$ cat config.mk
export PLATFORM = sky130hd
export DESIGN_NAME = pipeline_scoreboard
export DESIGN_NICKNAME = d
export VERILOG_FILES = /design/src/rtl/pipeline_scoreboard.sv
export SDC_FILE = /design/constraint.sdc
export NUM_CORES = 1
export LEC_CHECK = 0
export ABC_CLOCK_PERIOD_IN_PS = 2350
export CORE_AREA = 2 2 76 78
export CTS_CLUSTER_SIZE = 8
export DETAILED_ROUTE_END_ITERATION = 6
export DIE_AREA = 0 0 78 80
export DONT_BUFFER_PORTS = 1
export GPL_ROUTABILITY_DRIVEN = 1
export PLACE_DENSITY = 0.67
export SYNTH_ARGS = -nofsm -noshare
export SYNTH_HDL_FRONTEND = slang
export SYNTH_SLANG_ARGS = --single-unit
$ cat constraint.sdc
create_clock -name clk -period 2.35 [get_ports clk]
set_input_delay 0.3525 -clock clk [delete_from_list [all_inputs] [get_ports clk]]
set_output_delay 0.3525 -clock clk [all_outputs]
set_load 0.05 [all_outputs]
$ cat src/rtl/pipeline_scoreboard.sv
// rtl/pipeline_scoreboard.sv - in-flight destination tracker: stall / register-file read / forward-from-stage-k
//
// Purpose:
//   Remembers the destination register of every instruction between issue and
//   write-back (stage 1 = youngest, stage PIPE_DEPTH = write-back). For the
//   instruction sitting in the issue register it decides, per source operand,
//   whether to read the register file, forward from stage k, or stall.
//
// Ports:
//   clk                clock, rising edge
//   rst                asynchronous reset, active-low
//   issue_valid        instruction present in the issue register
//   issue_src0_valid   operand 0 is read
//   issue_src0         operand 0 register
//   issue_src1_valid   operand 1 is read
//   issue_src1         operand 1 register
//   issue_dst_valid    instruction writes a register
//   issue_dst          destination register
//   issue_dst_is_load  destination is written from memory
//   flush              squash all tracked entries
//   stall              hold the issue register and insert a bubble
//   issue_accept       issue_valid & ~stall & ~flush
//   fwd_sel0/fwd_sel1  0 = register file, k = forward from stage k
//   pending_count      number of valid tracked entries
//   stall_cycles       saturating count of cycles with stall asserted

module pipeline_scoreboard #(
    parameter int REG_ADDR_WIDTH   = 5,
    parameter int PIPE_DEPTH       = 3,
    parameter int FORWARD_EN       = 1,
    parameter int LOAD_READY_STAGE = 3,
    parameter int ZERO_REG_HARD    = 0,
    localparam int SEL_W           = $clog2(PIPE_DEPTH + 1)
) (
    input  logic                      clk,
    input  logic                      rst,
    input  logic                      issue_valid,
    input  logic                      issue_src0_valid,
    input  logic [REG_ADDR_WIDTH-1:0] issue_src0,
    input  logic                      issue_src1_valid,
    input  logic [REG_ADDR_WIDTH-1:0] issue_src1,
    input  logic                      issue_dst_valid,
    input  logic [REG_ADDR_WIDTH-1:0] issue_dst,
    input  logic                      issue_dst_is_load,
    input  logic                      flush,
    output logic                      stall,
    output logic                      issue_accept,
    output logic [SEL_W-1:0]          fwd_sel0,
    output logic [SEL_W-1:0]          fwd_sel1,
    output logic [SEL_W-1:0]          pending_count,
    output logic [31:0]               stall_cycles
);

    // Tracked entries, index 1 = youngest.
    logic [PIPE_DEPTH:1]       ent_valid;
    logic [PIPE_DEPTH:1]       ent_load;
    logic [REG_ADDR_WIDTH-1:0] ent_dst [1:PIPE_DEPTH];

    // Per-source youngest-match results.
    logic             hit0, hit1;
    logic             ready0, ready1;
    logic [SEL_W-1:0] k0, k1;
    logic             hazard0, hazard1;

    // Youngest match search. The loop walks from oldest to youngest so the
    // last assignment wins, which shadows any older producer of the same
    // register. Register 0 is ignored entirely when it is hardwired.
    always_comb begin
        hit0   = 1'b0;
        ready0 = 1'b0;
        k0     = '0;
        hit1   = 1'b0;
        ready1 = 1'b0;
        k1     = '0;
        for (int k = PIPE_DEPTH; k >= 1; k--) begin
            if (issue_src0_valid && ent_valid[k] && (ent_dst[k] == issue_src0) &&
                !((ZERO_REG_HARD != 0) && (issue_src0 == '0))) begin
                hit0   = 1'b1;
                ready0 = !ent_load[k] || (k >= LOAD_READY_STAGE);
                k0     = SEL_W'(k);
            end
            if (issue_src1_valid && ent_valid[k] && (ent_dst[k] == issue_src1) &&
                !((ZERO_REG_HARD != 0) && (issue_src1 == '0))) begin
                hit1   = 1'b1;
                ready1 = !ent_load[k] || (k >= LOAD_READY_STAGE);
                k1     = SEL_W'(k);
            end
        end
    end

    // Without forwarding every match is a hazard; with forwarding only a
    // load result that has not reached its ready stage is.
    always_comb begin
        hazard0  = 1'b0;
        hazard1  = 1'b0;
        fwd_sel0 = '0;
        fwd_sel1 = '0;
        if (FORWARD_EN == 0) begin
            hazard0 = hit0;
            hazard1 = hit1;
        end else begin
            hazard0 = hit0 && !ready0;
            hazard1 = hit1 && !ready1;
            if (hit0 && ready0) begin
                fwd_sel0 = k0;
            end
            if (hit1 && ready1) begin
                fwd_sel1 = k1;
            end
        end
    end

    assign stall        = issue_valid && (hazard0 || hazard1);
    assign issue_accept = issue_valid && !stall && !flush;

    always_comb begin
        pending_count = '0;
        for (int k = 1; k <= PIPE_DEPTH; k++) begin
            pending_count = pending_count + SEL_W'(ent_valid[k]);
        end
    end

    // Entries advance every cycle regardless of stall: a stalled issue slot
    // injects a bubble, so older producers keep draining toward write-back.
    always_ff @(posedge clk or negedge rst) begin
        if (!rst) begin
            ent_valid    <= '0;
            ent_load     <= '0;
            stall_cycles <= '0;
            for (int k = 1; k <= PIPE_DEPTH; k++) begin
                ent_dst[k] <= '0;
            end
        end else begin
            if (flush) begin
                ent_valid <= '0;
            end else begin
                ent_valid[1] <= issue_accept && issue_dst_valid;
                for (int k = 2; k <= PIPE_DEPTH; k++) begin
                    ent_valid[k] <= ent_valid[k-1];
                end
            end
            ent_dst[1]  <= issue_dst;
            ent_load[1] <= issue_dst_is_load;
            for (int k = 2; k <= PIPE_DEPTH; k++) begin
                ent_dst[k]  <= ent_dst[k-1];
                ent_load[k] <= ent_load[k-1];
            end
            if (stall && (stall_cycles != 32'hFFFF_FFFF)) begin
                stall_cycles <= stall_cycles + 32'd1;
            end
        end
    end

endmodule

==> run metrics, run 1 <==
run status complete, but fails checks; failing checks setup timing; CTS root buf clkbuf_8; first-pass GRT wire length 10390 µm; Vias/cell 5.604; clk sink count 52; CP Data Required Time 2.00 ns; Pleak 0.001593 µW; Slew Viols, Final 0; Clock Skew 0.009052 ns; Final ANT Viol Nets 0; PnR worst setup slack -0.1591 ns; Pwr Total 1551 µW; most frequent cells in the layout dfrtp_1, buf_4, xor2_1; DRC 0; WL/cell 16.89 µm; HPWL after DPL 4580 µm; Seq/Total Area, Yosys 0.4714; I/O pin cnt 63; Starting DRT DRC Count 145; number of synthesized flops with an enable pin 0; syn avg cell area 11.17 µm²; CP Max Fanout 3; fin nets 324; actual slew at the worst max-slew pin 0.5850 ns; endpoints failing hold 0; starting density of the core 0.5106; row cnt 27; worst min path class input port to flip-flop; core area 5405 µm²; Warnings, synthesis 0; area grow syn2layout 23.89%; Die Area 6240 µm²; setup repair after global routing missed its margin yes; initial antenna violation count 0; CTS tree built; GR Util All Layers 0.2147; post-layout min period 2.509 ns; largest net degree at the start of global routing 53; final core occ 0.6326; number of global-route vias before repair 2037; worst hold slack 0.07549 ns; Final Setup Violations 3; Clk pin slew, worst setup/hold paths 0.09 ns; fin crit share 1.068; crit path launch type flip-flop; dpl ws 0.04172 ns; total CTS buffers 5; aggregate global routing overflow 0; die width 78 µm; via count 2079; #FFs+latches synth 52; Max clock buf depth 2; share of layout cells above drive strength 1 0.3043; asr flop ratio synth 1.000; First-pass DRT Iterations 4; Critical Path AT 2.16 ns; CP Capture Type output port; Vert. Die Dim 80 µm; Max-Cap Viols 0; Rel. slew slack 0.6070; Syn Inst Count 247; H-tree depth 2; Clock Latency Late Sink 0.30 ns; fmax 398.5 MHz; Placer Congestion 0.8439; Antenna Cells 0; Port Buffers 0; pwr dens 453.7 nW/µm²; Worst VDD drop 0.2963 mV; library cells used by synthesis 38; syn nets 272; Total Wirelength 6267 µm; synthesized cell area 2760 µm²; critical setup path kind flip-flop to output port; ys flop type dfrtp_1; leading cell type in the layout, fill and taps excluded dfrtp_1
==> synth_stat cells, drive strengths merged, types with 2 or more instances <==
cell | instances | area, µm²
and3 | 6 | 37.54
nor3 | 15 | 75.07
and4 | 3 | 26.28
buf | 3 | 33.78
mux2i | 2 | 20.02
nand3 | 16 | 80.08
and2 | 4 | 25.02
nor4 | 14 | 152.7
mux2 | 2 | 22.52
nand4 | 13 | 81.33
nor3b | 5 | 37.54
inv | 4 | 15.01
o21ai | 2 | 10.01
xor2 | 41 | 359.1
dfrtp | 52 | 1301
nor2 | 10 | 40.04
nor2b | 3 | 18.77
or2 | 2 | 12.51
nand2 | 15 | 56.30
nand3b | 2 | 15.01
xnor2 | 18 | 157.7
clkbuf | 2 | 7.510
==> flip-flops by register name, indices dropped and copies added (netlist names) <==
signal,flops
ent_valid,3
stall_cycles,32
ent_dst,15
ent_load,2
==> report_power, final <==
part / switching, µW / internal [µW]
logic: 81.0 / 59.4
registers: 22.6 / 913
clock network: 272 / 203
==> worst max-delay path, stage by stage (launching register included) <==
cell	delay (ns)
dfrtp_2	0.44
xor2_2	0.17
nor4_4	0.30
nand4_1	0.21
a311oi_4	0.34
and3b_2	0.41
==> stage by stage <==
stage          setup TNS (ns)  cells  area, µm²
5_1_grt               -0.9786    371       3420
2_1_floorplan               0    247       2764
6_report              -0.3276    371       3420
3_5_place_dp                0    358       3143
4_1_cts               -0.2790    369       3322
3_3_place_gp                0    358       3143
==> cell families after synthesis <==
family | after synthesis | synth area share
and+or+nand+nor | 114 | 0.2598
buffers and inverters | 9 | 0.02040
muxes | 4 | 0.01541
adders and majority gates | 2 | 0.01179
DFF | 52 | 0.4714
xor gates and xnor gates | 59 | 0.1872
AOI/OAI and AO/OA | 7 | 0.03400
==> area by class of cell <==
cell class | count | area (µm²)
Multi-Input combinational cell | 186 | 1520
Clock buffer | 6 | 72.57
Fill cell | 454 | 1986
Inverter | 4 | 15.01
Tap cell | 72 | 90.09
Sequential cell | 52 | 1304
Clock inverter | 1 | 5.005
Timing Repair Buffer | 50 | 412.9
==> repair_timing <==
action                                  in CTS  in global routing
setup buffers                                2                  3
hold endpoints to repair                    52                  0
resized for setup                           11                 18
endpoints found under the setup margin       4                 10
hold buffers                                 2                  0
pin swaps                                    7                 15
gates cloned                                 0                  0
==> metal layers <==
layer / vias up / track usage / wire length [µm]
met1: 1021 / 0.3167 / 2809
met3: 7 / 0.05882 / 557
li1: 979 / - / -
met2: 72 / 0.3164 / 2830
met5: - / 0 / 0
met4: 0 / 0.04737 / 69
==> path summary, 6_finish.rpt <==
kind	start	slack, ns	cells past startpoint	endpoint
max	ent_dst[11]	-0.16	5	issue_accept
min	issue_dst_is_load	0.08	0	ent_load[1]
max reg2reg	ent_dst[11]	0.03	8	stall_cycles[1]
min reg2reg	ent_dst[11]	0.44	0	ent_dst[6]
max in group asynchronous	rst	1.54	2	ent_dst[10]
min in group asynchronous	rst	0.56	2	ent_dst[12]
Note: power is estimated with default switching activity, not from simulation.
==> run 2: changes to the inputs <==
--- a/config.mk
+++ b/config.mk
@@ -6,13 +6,13 @@
 export NUM_CORES = 1
 export LEC_CHECK = 0
 export ABC_CLOCK_PERIOD_IN_PS = 2350
-export CORE_AREA = 2 2 76 78
-export CTS_CLUSTER_SIZE = 8
+export CORE_AREA = 2 2 87 89
+export CTS_CLUSTER_DIAMETER = 40
 export DETAILED_ROUTE_END_ITERATION = 6
-export DIE_AREA = 0 0 78 80
+export DIE_AREA = 0 0 89 91
 export DONT_BUFFER_PORTS = 1
 export GPL_ROUTABILITY_DRIVEN = 1
-export PLACE_DENSITY = 0.67
+export PLACE_DENSITY = 0.54
 export SYNTH_ARGS = -nofsm -noshare
 export SYNTH_HDL_FRONTEND = slang
 export SYNTH_SLANG_ARGS = --single-unit
==> run metrics, run 2 (synthesized netlist as in run 1, its figures left out) <==
Clock Latency Late Sink 0.31 ns (was 0.30 ns); first-pass GRT wire length 10980 µm (was 10390 µm); actual slew at the worst max-slew pin 0.6863 ns (was 0.5850 ns); pwr dens 416.8 nW/µm² (was 453.7 nW/µm²); failing checks setup timing (unchanged); R2R setup slack -0.08 ns (was 0.03 ns); final core occ 0.5470 (was 0.6326); starting density of the core 0.3867 (was 0.5106); PnR worst setup slack -0.2278 ns (was -0.1591 ns); clk sink count 52 (unchanged); First-pass DRT Iterations 4 (unchanged); fin cells 412 (was 371); core area 7137 µm² (was 5405 µm²); Cell Count Post-Placement 388 (was 358); number of global-route vias before repair 2148 (was 2037); DRC 0 (unchanged); critical setup path kind flip-flop to output port (unchanged); total CTS buffers 5 (unchanged); leading cell type in the layout, fill and taps excluded dfrtp_1 (unchanged); CTS tree built (unchanged); Worst VDD drop 0.1924 mV (was 0.2963 mV); Starting DRT DRC Count 106 (was 145); WL/cell 17.25 µm (was 16.89 µm); CP Data Required Time 2.00 ns (about the same); Rel. slew slack 0.5404 (was 0.6070); fin crit share 1.097 (was 1.068); worst min path class input port to flip-flop (unchanged); endpoints failing hold 0 (unchanged); fmax 387.9 MHz (was 398.5 MHz); aggregate global routing overflow 0 (unchanged); via count 2135 (was 2079); share of layout cells above drive strength 1 0.3930 (was 0.3043); CP Max Fanout 3 (unchanged); Clock Skew 0.007431 ns (was 0.009052 ns); CP Capture Type output port (unchanged); area grow syn2layout 41.43% (was 23.89%); initial antenna violation count 0 (unchanged); post-route cell area 3904 µm² (was 3420 µm²); crit path launch ent_dst[12] (was ent_dst[11]); Max clock buf depth 2 (unchanged); Vert. Die Dim 91 µm (was 80 µm); max reg flops 32 (unchanged); Placed Area 3199 µm² (was 3143 µm²); H-tree depth 2 (unchanged); die width 89 µm (was 78 µm); Total Wirelength 7106 µm (was 6267 µm); row cnt 31 (was 27); Regs by FF count stall_cycles: 32 flops, ent_dst: 15 flops, ent_valid: 3 flops (unchanged); fin nets 337 (was 324); Die Area 8099 µm² (was 6240 µm²); crit path launch type flip-flop (unchanged); GR Util All Layers 0.1742 (was 0.2147); Vias/cell 5.182 (was 5.604); most frequent cells in the layout dfrtp_1, buf_4, xor2_1 (unchanged); Final Setup Violations 9 (was 3); CTS root buf clkbuf_8 (unchanged); Port Buffers 0 (unchanged); setup repair after global routing missed its margin yes (unchanged); Clk pin slew, worst setup/hold paths 0.09 ns (about the same); Antenna Cells 0 (unchanged); Biggest register stall_cycles (unchanged); Max-Cap Viols 0 (unchanged); run status complete, but fails checks (unchanged); HPWL after DPL 4792 µm (was 4580 µm); Placer Congestion 0.7824 (was 0.8439); I/O pin cnt 63 (unchanged); Slew Viols, Final 0 (unchanged); hold_sp issue_dst[3] (was issue_dst_is_load); RR Startpoint ent_dst[12] (was ent_dst[11]); Pleak 0.001866 µW (was 0.001593 µW); Final ANT Viol Nets 0 (unchanged); largest net degree at the start of global routing 53 (unchanged); post-layout min period 2.578 ns (was 2.509 ns); Critical Path AT 2.23 ns (was 2.16 ns); TNS Setup -0.6037 ns (was -0.3276 ns); Pwr Total 1627 µW (was 1551 µW)
[run 2: cell count changes in the layout (fill, tap and decap cells not counted), sizes merged]
cell / previous run / this run
buf: 49 / 60
clkbuf: 6 / 10
clkinv: 1 / 0
[run 2: where the power goes]
part	switching [µW]	total, µW	internal (µW)
Clock	299	540	241
Sequential	22.0	935	913
Combinational	84.5	152	67.6
[run 2: timing repair]
item                                    4_1_cts  5_1_grt
cloned                                        0        3
hold buffers                                  2        0
pin swaps                                    10       39
gates resized for setup                      23       58
buffers inserted                              8        5
endpoints found under the setup margin        7       38
hold endpoints to repair                     52        0
[run 2: metrics by stage]
| stage | setup slack, ns | hold WS [ns] |
|---|---|---|
| final | -0.2278 | 0.06447 |
| after global routing | -0.3784 | 0.04965 |
| after CTS | -0.2593 | 0.05641 |
| after floorplan | 0.06627 | 0.05691 |
| after global placement | 0.06755 | 0.05968 |
| after detailed placement | -0.02838 | 0.05979 |
[run 2: path summary, 6_finish.rpt]
kind                       cells after the start              end
hold reg to reg                                0       ent_dst[8]
hold / removal                                 0      ent_dst[13]
min in group asynchronous                      2       ent_dst[2]
setup reg to reg                               9  stall_cycles[1]
setup / recovery                               5     issue_accept
max in group asynchronous                      2      ent_load[1]
[run 2: final cells by class]
cell class / count / area [µm²]
fill: 634 / 3233
multi-input combinational: 186 / 1764
sequential: 52 / 1303
timing repair buffer: 63 / 608.1
tap: 99 / 123.9
clock buffer: 8 / 90.09
inverter: 4 / 15.01
[run 2: routing by layer]
metal,global-route usage,vias up,part of all wire
met1,0.2533,1039,0.45
met2,0.2475,72,0.45
met5,0,-,0
met3,0.05636,9,0.083
li1,-,1015,-
met4,0.05100,0,0.015
[run 2: critical path: stages (launching register included)]
cell	delay, ns
dfrtp_1	0.43
xor2_1	0.18
nor4_2	0.32
nand4_1	0.22
a311oi_4	0.36
and3b_2	0.42
==> run 3: changes to the inputs <==
--- a/config.mk
+++ b/config.mk
@@ -5,14 +5,16 @@
 export SDC_FILE = /design/constraint.sdc
 export NUM_CORES = 1
 export LEC_CHECK = 0
-export ABC_CLOCK_PERIOD_IN_PS = 2350
+export ABC_CLOCK_PERIOD_IN_PS = 2900
+export CELL_PAD_IN_SITES_DETAIL_PLACEMENT = 0
+export CELL_PAD_IN_SITES_GLOBAL_PLACEMENT = 1
 export CORE_AREA = 2 2 87 89
 export CTS_CLUSTER_DIAMETER = 40
 export DETAILED_ROUTE_END_ITERATION = 6
 export DIE_AREA = 0 0 89 91
 export DONT_BUFFER_PORTS = 1
 export GPL_ROUTABILITY_DRIVEN = 1
-export PLACE_DENSITY = 0.54
+export PLACE_DENSITY = 0.65
 export SYNTH_ARGS = -nofsm -noshare
 export SYNTH_HDL_FRONTEND = slang
 export SYNTH_SLANG_ARGS = --single-unit
==> constraint.sdc (replaced) <==
create_clock -name clk -period 2.9 [get_ports clk]
set_input_delay 0.435 -clock clk [delete_from_list [all_inputs] [get_ports clk]]
set_output_delay 0.435 -clock clk [all_outputs]
set_load 0.05 [all_outputs]
==> run metrics, run 3 (synthesized netlist as in run 1, its figures left out) <==
CP Max Fanout 3 (unchanged); fmax 367.0 MHz; leading cell type in the layout, fill and taps excluded dfrtp_1 (unchanged); starting density of the core 0.3867 (unchanged); core area 7137 µm² (unchanged); Final Setup Violations 0 (was 9); Port Buffers 0 (unchanged); Clock Skew 0.007248 ns (was 0.007431 ns); CP Data Required Time 2.47 ns (was 2.00 ns); worst min path class input port to flip-flop (unchanged); CTS root buf clkbuf_8 (unchanged); PnR worst setup slack 0.1756 ns (was -0.2278 ns); Pwr Total 1290 µW (was 1627 µW); Pleak 0.001478 µW (was 0.001866 µW); Worst VDD drop 0.2093 mV (was 0.1924 mV); area grow syn2layout 17.32% (was 41.43%); WL/cell 16.10 µm (was 17.25 µm); largest net degree at the start of global routing 53 (unchanged); fin nets 311 (was 337); HPWL after DPL 4630 µm (was 4792 µm); first-pass GRT wire length 10130 µm (was 10980 µm); Biggest register stall_cycles (unchanged); Total Wirelength 6215 µm (was 7106 µm); Cell Count Post-Placement 375 (was 388); CTS tree built (unchanged); crit path launch type flip-flop (unchanged); Antenna Cells 0 (unchanged); max reg flops 32 (unchanged); Regs by FF count stall_cycles: 32 flops, ent_dst: 15 flops, ent_valid: 3 flops (unchanged); Max-Cap Viols 0 (unchanged); post-layout min period 2.724 ns; I/O pin cnt 63 (unchanged); Final ANT Viol Nets 0 (unchanged); Slew Viols, Final 0 (unchanged); fin crit share 0.9395; Worst Hold Depth 0 (unchanged); Critical Path AT 2.29 ns (was 2.23 ns); Vert. Die Dim 91 µm (unchanged); initial antenna violation count 0 (unchanged); DRC 0 (unchanged); TNS Setup 0 ns (was -0.6037 ns); run status completed (was complete, but fails checks); clk sink count 52 (unchanged); share of layout cells above drive strength 1 0.2160 (was 0.3930); Placed Area 3098 µm² (was 3199 µm²); row cnt 31 (unchanged); Placer Congestion 0.8329 (was 0.7824); H-tree depth 2 (unchanged); critical setup path kind flip-flop to output port (unchanged); First-pass DRT Iterations 4 (unchanged); total CTS buffers 5 (unchanged); Die Area 8099 µm² (unchanged); endpoints failing hold 0 (unchanged); via count 1962 (was 2135); fin cells 386 (was 412); die width 89 µm (unchanged); worst reg2reg path depth 7 (was 9); Starting DRT DRC Count 67 (was 106); Clk pin slew, worst setup/hold paths 0.10 ns (was 0.09 ns); dpl ws 0.2026 ns (was -0.02838 ns); most frequent cells in the layout dfrtp_1, xor2_1, buf_4 (was dfrtp_1, buf_4, xor2_1); CP Capture Type output port (unchanged); Max clock buf depth 2 (unchanged); aggregate global routing overflow 0 (unchanged); actual slew at the worst max-slew pin 0.6750 ns (was 0.6863 ns); setup repair after global routing missed its margin no (was yes); number of global-route vias before repair 1892 (was 2148); pwr dens 398.3 nW/µm² (was 416.8 nW/µm²); Rel. slew slack 0.5480 (was 0.5404); GR Util All Layers 0.1636 (was 0.1742); Vias/cell 5.083 (was 5.182); post-route cell area 3238 µm² (was 3904 µm²); Clock Latency Late Sink 0.31 ns (about the same)
## run 3: cell count changes in the layout (fill, tap and decap cells not counted), sizes merged
| cell | delta |
|---|---|
| clkbuf | -4 |
| clkinv | +2 |
| buf | -24 |
## run 3: routing by layer
| metal | routed length [µm] | part of all wire | up-vias | track usage |
|---|---|---|---|---|
| met3 | 546 | 0.088 | 5 | 0.06182 |
| met1 | 2877 | 0.46 | 943 | 0.2426 |
| met2 | 2724 | 0.44 | 57 | 0.2245 |
| met5 | 0 | 0 | - | 0 |
| li1 | - | - | 957 | - |
| met4 | 66 | 0.011 | 0 | 0.04104 |
## run 3: layout make-up
type,count,area [µm²]
sequential,52,1301
clock buffer,6,82.58
clock inverter,2,10.01
inverter,4,15.01
multi-input combinational,186,1405
timing repair buffer,37,300.3
fill,730,3899
tap,99,123.9
## run 3: power by group
group	switching, µW	total (µW)	internal [µW]
Sequential	16.2	756	739
Combinational	61.5	102	40.1
Clock	241	432	191
Total	319	1290	971
## run 3: worst paths after layout
path,startpoint,end,slack [ns]
max in group asynchronous,rst,stall_cycles[15],2.02
setup reg to reg,ent_dst[12],stall_cycles[30],0.31
hold reg to reg,ent_dst[13],ent_dst[8],0.45
min in group asynchronous,rst,ent_dst[13],0.63
setup / recovery,ent_dst[12],issue_accept,0.18
hold / removal,issue_dst[3],ent_dst[13],0.14
## run 3: per-stage QoR
step           utilization  hold WS [ns]
3_3_place_gp        0.4341        0.1409
4_1_cts             0.4527        0.1359
6_report            0.4537        0.1425
3_5_place_dp        0.4341        0.1414
2_1_floorplan            -        0.1394
5_1_grt             0.4537        0.1184
## run 3: worst max-delay path, cell delays in order, from the launching register on
cell and delay, ns:
dfrtp_1 0.42, xor2_1 0.16, nor4_2 0.37, nand4_1 0.24, a311oi_4 0.39, and3b_1 0.20, buf_4 0.19
## run 3: what timing repair did
| action | 4_1_cts | 5_1_grt |
|---|---|---|
| hold buffers | 2 | 0 |
| endpoints found under the setup margin | 1 | 1 |
| setup buffers | 0 | 1 |
| pin swaps | 0 | 1 |
| resized for setup | 1 | 0 |
| hold endpoints to repair | 52 | 0 |
